`config.mk`:
```
export PLATFORM = sky130hd
export DESIGN_NAME = voice_tone_scheduler
export DESIGN_NICKNAME = d
export VERILOG_FILES = /design/src/rtl/voice_tone_scheduler.sv
export SDC_FILE = /design/constraint.sdc
export NUM_CORES = 1
export LEC_CHECK = 0
export BUFFER_PORTS_ARGS = -buffer_cell sky130_fd_sc_hd__buf_4
export CAP_MARGIN = 20
export CORE_MARGIN = 2
export CORE_UTILIZATION = 48
export DETAILED_ROUTE_END_ITERATION = 10
export GPL_ROUTABILITY_DRIVEN = 0
export GPL_TIMING_DRIVEN = 0
export MAX_ROUTING_LAYER = met4
export PLACE_DENSITY = 0.75
export SYNTH_ARGS = -nofsm -noshare
export SYNTH_HDL_FRONTEND = slang
export SYNTH_SLANG_ARGS = --single-unit
```
`constraint.sdc`:
```
create_clock -name clk -period 6 [get_ports clk]
set_input_delay 0.9 -clock clk [delete_from_list [all_inputs] [get_ports clk]]
set_output_delay 0.9 -clock clk [all_outputs]
set_load 0.05 [all_outputs]
```
`src/rtl/voice_tone_scheduler.sv`:
```
// Shares one note-to-divider lookup among NUM_VOICES voices by round-robin scanning
// and runs a square-wave divider per voice. Optional VOICE_MIX_EN adds registered mix_level.
module voice_tone_scheduler #(
  parameter int NUM_VOICES = 4
) (
  input  logic                                  clk,
  input  logic                                  rst,
  input  logic                                  en,
  input  logic [NUM_VOICES*7-1:0]               voice_note,
  output logic [6:0]                            lookup_note,
  input  logic [19:0]                           lookup_max,
  output logic [$clog2(NUM_VOICES)-1:0]         scan_idx,
  output logic [NUM_VOICES-1:0]                 voice_wave,
  output logic [NUM_VOICES-1:0]                 voice_active
`ifdef VOICE_MIX_EN
  ,
  output logic [$clog2(NUM_VOICES+1)-1:0]       mix_level
`endif
);

  localparam int IW = $clog2(NUM_VOICES);

  logic [IW-1:0]           scan_idx_q, scan_idx_d;
  logic [19:0]             max_q  [NUM_VOICES];
  logic [19:0]             max_d  [NUM_VOICES];
  logic [19:0]             cnt_q  [NUM_VOICES];
  logic [19:0]             cnt_d  [NUM_VOICES];
  logic [NUM_VOICES-1:0]   wave_q, wave_d;
  logic [NUM_VOICES-1:0]   wr_sel;
  logic [NUM_VOICES-1:0]   max_chg;

  // NOTE: every always_comb output gets a default first so no path leaves it
  // unassigned; otherwise synthesis infers a latch to hold the old value.
  always_comb begin
    scan_idx_d = scan_idx_q;
    if (en) begin
      scan_idx_d = (scan_idx_q == IW'(NUM_VOICES - 1)) ? '0 : scan_idx_q + 1'b1;
    end
  end

  // The shared table sees the note of the voice under refresh.
  always_comb begin
    lookup_note = '0;
    for (int i = 0; i < NUM_VOICES; i++) begin
      if (scan_idx_q == IW'(i)) lookup_note = voice_note[7*i +: 7];
    end
  end

  always_comb begin
    wr_sel  = '0;
    max_chg = '0;
    for (int i = 0; i < NUM_VOICES; i++) begin
      wr_sel[i]  = (scan_idx_q == IW'(i));
      max_chg[i] = wr_sel[i] && (lookup_max != max_q[i]);
    end
  end

  // NOTE: combinational next-state uses blocking '=' so later statements see
  // earlier results; the flops below use non-blocking '<=' so all registers
  // update together at the edge.
  always_comb begin
    for (int i = 0; i < NUM_VOICES; i++) begin
      max_d[i]  = max_q[i];
      cnt_d[i]  = cnt_q[i];
      wave_d[i] = wave_q[i];
      if (en) begin
        if (wr_sel[i]) max_d[i] = lookup_max;
        // Priority: silent voice, then retune restart, then half-period wrap.
        if (max_q[i] == 20'd0) begin
          cnt_d[i]  = '0;
          wave_d[i] = 1'b0;
        end else if (max_chg[i]) begin
          cnt_d[i] = '0;
          if (lookup_max == 20'd0) wave_d[i] = 1'b0;
        end else if (cnt_q[i] >= max_q[i] - 20'd1) begin
          cnt_d[i]  = '0;
          wave_d[i] = ~wave_q[i];
        end else begin
          cnt_d[i] = cnt_q[i] + 20'd1;
        end
      end
    end
  end

  // NOTE: the max/cnt arrays are reset explicitly because voice_active and the
  // wave outputs are decoded straight from them and must read 0 after reset.
  always_ff @(posedge clk) begin
    if (rst) begin
      scan_idx_q <= '0;
      wave_q     <= '0;
      for (int i = 0; i < NUM_VOICES; i++) begin
        max_q[i] <= '0;
        cnt_q[i] <= '0;
      end
    end else begin
      scan_idx_q <= scan_idx_d;
      wave_q     <= wave_d;
      for (int i = 0; i < NUM_VOICES; i++) begin
        max_q[i] <= max_d[i];
        cnt_q[i] <= cnt_d[i];
      end
    end
  end

  always_comb begin
    voice_active = '0;
    for (int i = 0; i < NUM_VOICES; i++) begin
      voice_active[i] = (max_q[i] != 20'd0);
    end
  end

  assign scan_idx   = scan_idx_q;
  assign voice_wave = wave_q;

`ifdef VOICE_MIX_EN
  localparam int MW = $clog2(NUM_VOICES + 1);

  logic [MW-1:0] mix_q, mix_d, wave_pop;

  // Popcount of the next-state waves so the level lines up with voice_wave.
  always_comb begin
    wave_pop = '0;
    for (int i = 0; i < NUM_VOICES; i++) begin
      wave_pop = wave_pop + MW'(wave_d[i]);
    end
    mix_d = en ? wave_pop : mix_q;
  end

  always_ff @(posedge clk) begin
    if (rst) mix_q <= '0;
    else     mix_q <= mix_d;
  end

  assign mix_level = mix_q;
`endif

endmodule

```
==> impl_metrics.tcl <==
set metrics [dict create \
    grt_pass1_wl_um 51900 \
    outcome "finished clean" \
    yosys.area_share.xor_xnor_pct 14.8 \
    path_class "flop to flop" \
    ys_seq_elements 166 \
    hold_viol 0 \
    post_cts_buffers 0 \
    cp_max_fo 10 \
    cts.path.max_buffers 2 \
    grt_usage_pct 25.9 \
    overflow 0 \
    insertion_delay_ns 0.44 \
    pre_cts_slack_ns 1.63 \
    ant_nets 0 \
    cts_hold_buffers 0 \
    dpl_cell_area_sq_um 12300 \
    syn_avg_cell_area_sq_um 7.71 \
    wl_um 31800 \
    fillCellCount 2203 \
    wl_per_cell_um 16.8 \
    numCtsBuffers 17 \
    crit_path_end_kind "flop" \
    synth_top_family_by_area "simple AND/OR/NAND/NOR gates" \
    synth.top_cell.area_share_pct 28.9 \
    arrival_ns 4.76 \
    core_sq_um 23500 \
    cts_root_buffer "clkbuf_16" \
    cap_violations 0 \
    dieHeight_um 159 \
    grt_pass1_vias 10200 \
    skew_ns 0.00899 \
    final_area_sq_um 12900 \
    setup_viol 0 \
    ir_drop_mv 0.137 \
    ys_seq_area_share_pct 28.9 \
    synth_cell_types 68 \
    yosys-mux-area-fraction_pct 0.359 \
    synth-edff-count 0 \
    synth.largest_area_cell "dfxtp_1" \
    antenna_found_initial 1 \
    synthSimpleGateAreaFrac_pct 27.8 \
    clock-sinks 166 \
    synth_async_sr_flop_share_pct 0 \
    num-nets-final 1701 \
    io_pins 68 \
    clk_pin_slew_ns 0.06 \
    vias 10700 \
    port_buffers 46 \
    synth_flop_cell "dfxtp_1" \
    grt_max_degree 17 \
    synthAdderAreaFrac_pct 10.0 \
    dieArea_sq_um 25200 \
    syn-cell-area_sq_um 11500 \
    drive_above_1_share_pct 8.74 \
    dpl.hpwl_um 23200 \
    drt_iter0_markers 706 \
    drc_errors 0 \
    maxSlewViolCount 0 \
    cellLeakagePower_uw 0.00531 \
    fmax_mhz 228 \
    setup_tns_ns 0 \
    finalCritPeriodShare_pct 73.0 \
    drtPass1Iterations 5 \
    viasPerCell 5.64 \
    rsz0062_at_grt "no" \
    ctsResizeCount 0 \
    fp.dieW_um 159 \
    syn2layout_area_growth_pct 11.9 \
    synth.area.top_cells "dfxtp_1 (29%), ha_1 (10%), nand2_1 (8.7%), xor2_1 (8.1%), xnor2_1 (6.7%)" \
    start_kind "flop" \
    h-tree-depth 4 \
    rows 56 \
    synthCells 1493 \
    cts_tree "yes" \
    yosysMostFrequentCell "nand2_1" \
    slew_headroom_pct 34.7 \
    min_path_type "flop to flop" \
    worst-endpoint-required_ns 6.38 \
    synthTopCellsByCount "nand2_1 (268), dfxtp_1 (166), a21oi_1 (137), nor2_1 (130), xor2_1 (106)" \
    tightestPinTransition_ns 0.980 \
    fin_ws_ns 1.62 \
    yosysWarnings 0 \
    power_per_cell_area_nw_per_um2 237 \
    fin_crit_ns 4.38 \
    syn_nets 1636 \
    synth-compound-area-share_pct 13.3 \
    start_util_pct 48.9 \
]
==> flip-flops by register name (all words and copies together), names as in the netlist <==
name	cells
cnt_q	80
max_q	80
voice_wave	4
scan_idx	2
==> worst max-delay path, stage by stage, from the launching register on <==
cell      delay (ns)
dfxtp_1         0.30
clkbuf_1        0.18
nor4_2          0.36
nand2b_1        0.18
or4b_1          0.59
or4_1           0.45
nor2_1          0.13
xnor2_1         0.13
ha_1            0.28
a21oi_1         0.14
nand2_1         0.09
a221oi_1        0.28
o31ai_1         0.18
or2_2           0.33
o21a_1          0.18
buf_2           0.19
buf_4           0.19
nor2_1          0.10
==> layer usage <==
metal,global-route usage (%),wire length (um),vias to the layer above
li1,-,-,5288
met1,31.7,13800,4985
met3,3.89,1730,87
met4,11.2,1170,0
met5,-,0,-
met2,42.4,15100,296
==> layout by cell type (no fill, tap or decap), drive strengths merged, types with 18 or more instances in the layout <==
cell,n
xnor2,88
buf,86
o21ai,24
ha,92
nor3,32
dfxtp,166
clkbuf,79
a31oi,20
inv,23
a21oi,137
nor2,131
nand2b,18
nor2b,22
xor2,106
nand4,27
nand3,48
nor4,37
nand2,268
==> power by group <==
| group | switching [uW] | internal (uW) | total, uW |
|---|---|---|---|
| clock network | 467 | 723 | 1190 |
| logic | 441 | 267 | 709 |
| registers | 34.7 | 1130 | 1160 |
| total | 943 | 2120 | 3060 |
==> final timing paths <==
check,from,end,slack (ns),depth (start not counted)
worst max-delay path,max_q[1][3],cnt_q[1][17],1.62,17
worst min-delay path,max_q[3][1],max_q[3][1],0.50,2
worst max register to register,max_q[1][3],cnt_q[1][17],1.62,17
worst min register to register,max_q[3][1],max_q[3][1],0.50,2
==> area by class of cell <==
type                            count  area (sq um)  share of cell area (%)
Multi-Input combinational cell   1206          7630                    59.2
Clock buffer                       21           470                    3.65
Timing Repair Buffer               46           345                    2.68
Tap cell                          319           399                    3.10
Inverter                           23          86.3                   0.670
Clock inverter                      8           149                    1.16
Antenna cell                        1          2.50                  0.0194
Buffer                             98           475                    3.69
Sequential cell                   166          3320                    25.8
==> through the flow <==
step	power (uW)	hold WS (ns)	instances	util (%)
after floorplan	1700	0.461	1493	-
after global placement	1870	0.475	1858	52.1
after detailed placement	1880	0.486	1858	52.1
after CTS	3060	0.495	1887	54.7
after global routing	3190	0.517	1888	54.7
final	3060	0.502	1888	54.7
==> logic make-up (layout without fill, tap and decap cells) <==
family | Yosys count | count (layout)
AND/OR/NAND/NOR | 662 | 662
multiplexers | 4 | 4
adder cells (fa/ha/maj) | 92 | 92
buffers and inverters | 121 | 196
XOR/XNOR | 194 | 194
AO/OA/AOI/OAI | 254 | 254
other | 0 | 1
flip-flops | 166 | 166
No activity file was read; power rests on OpenSTA's default activity.
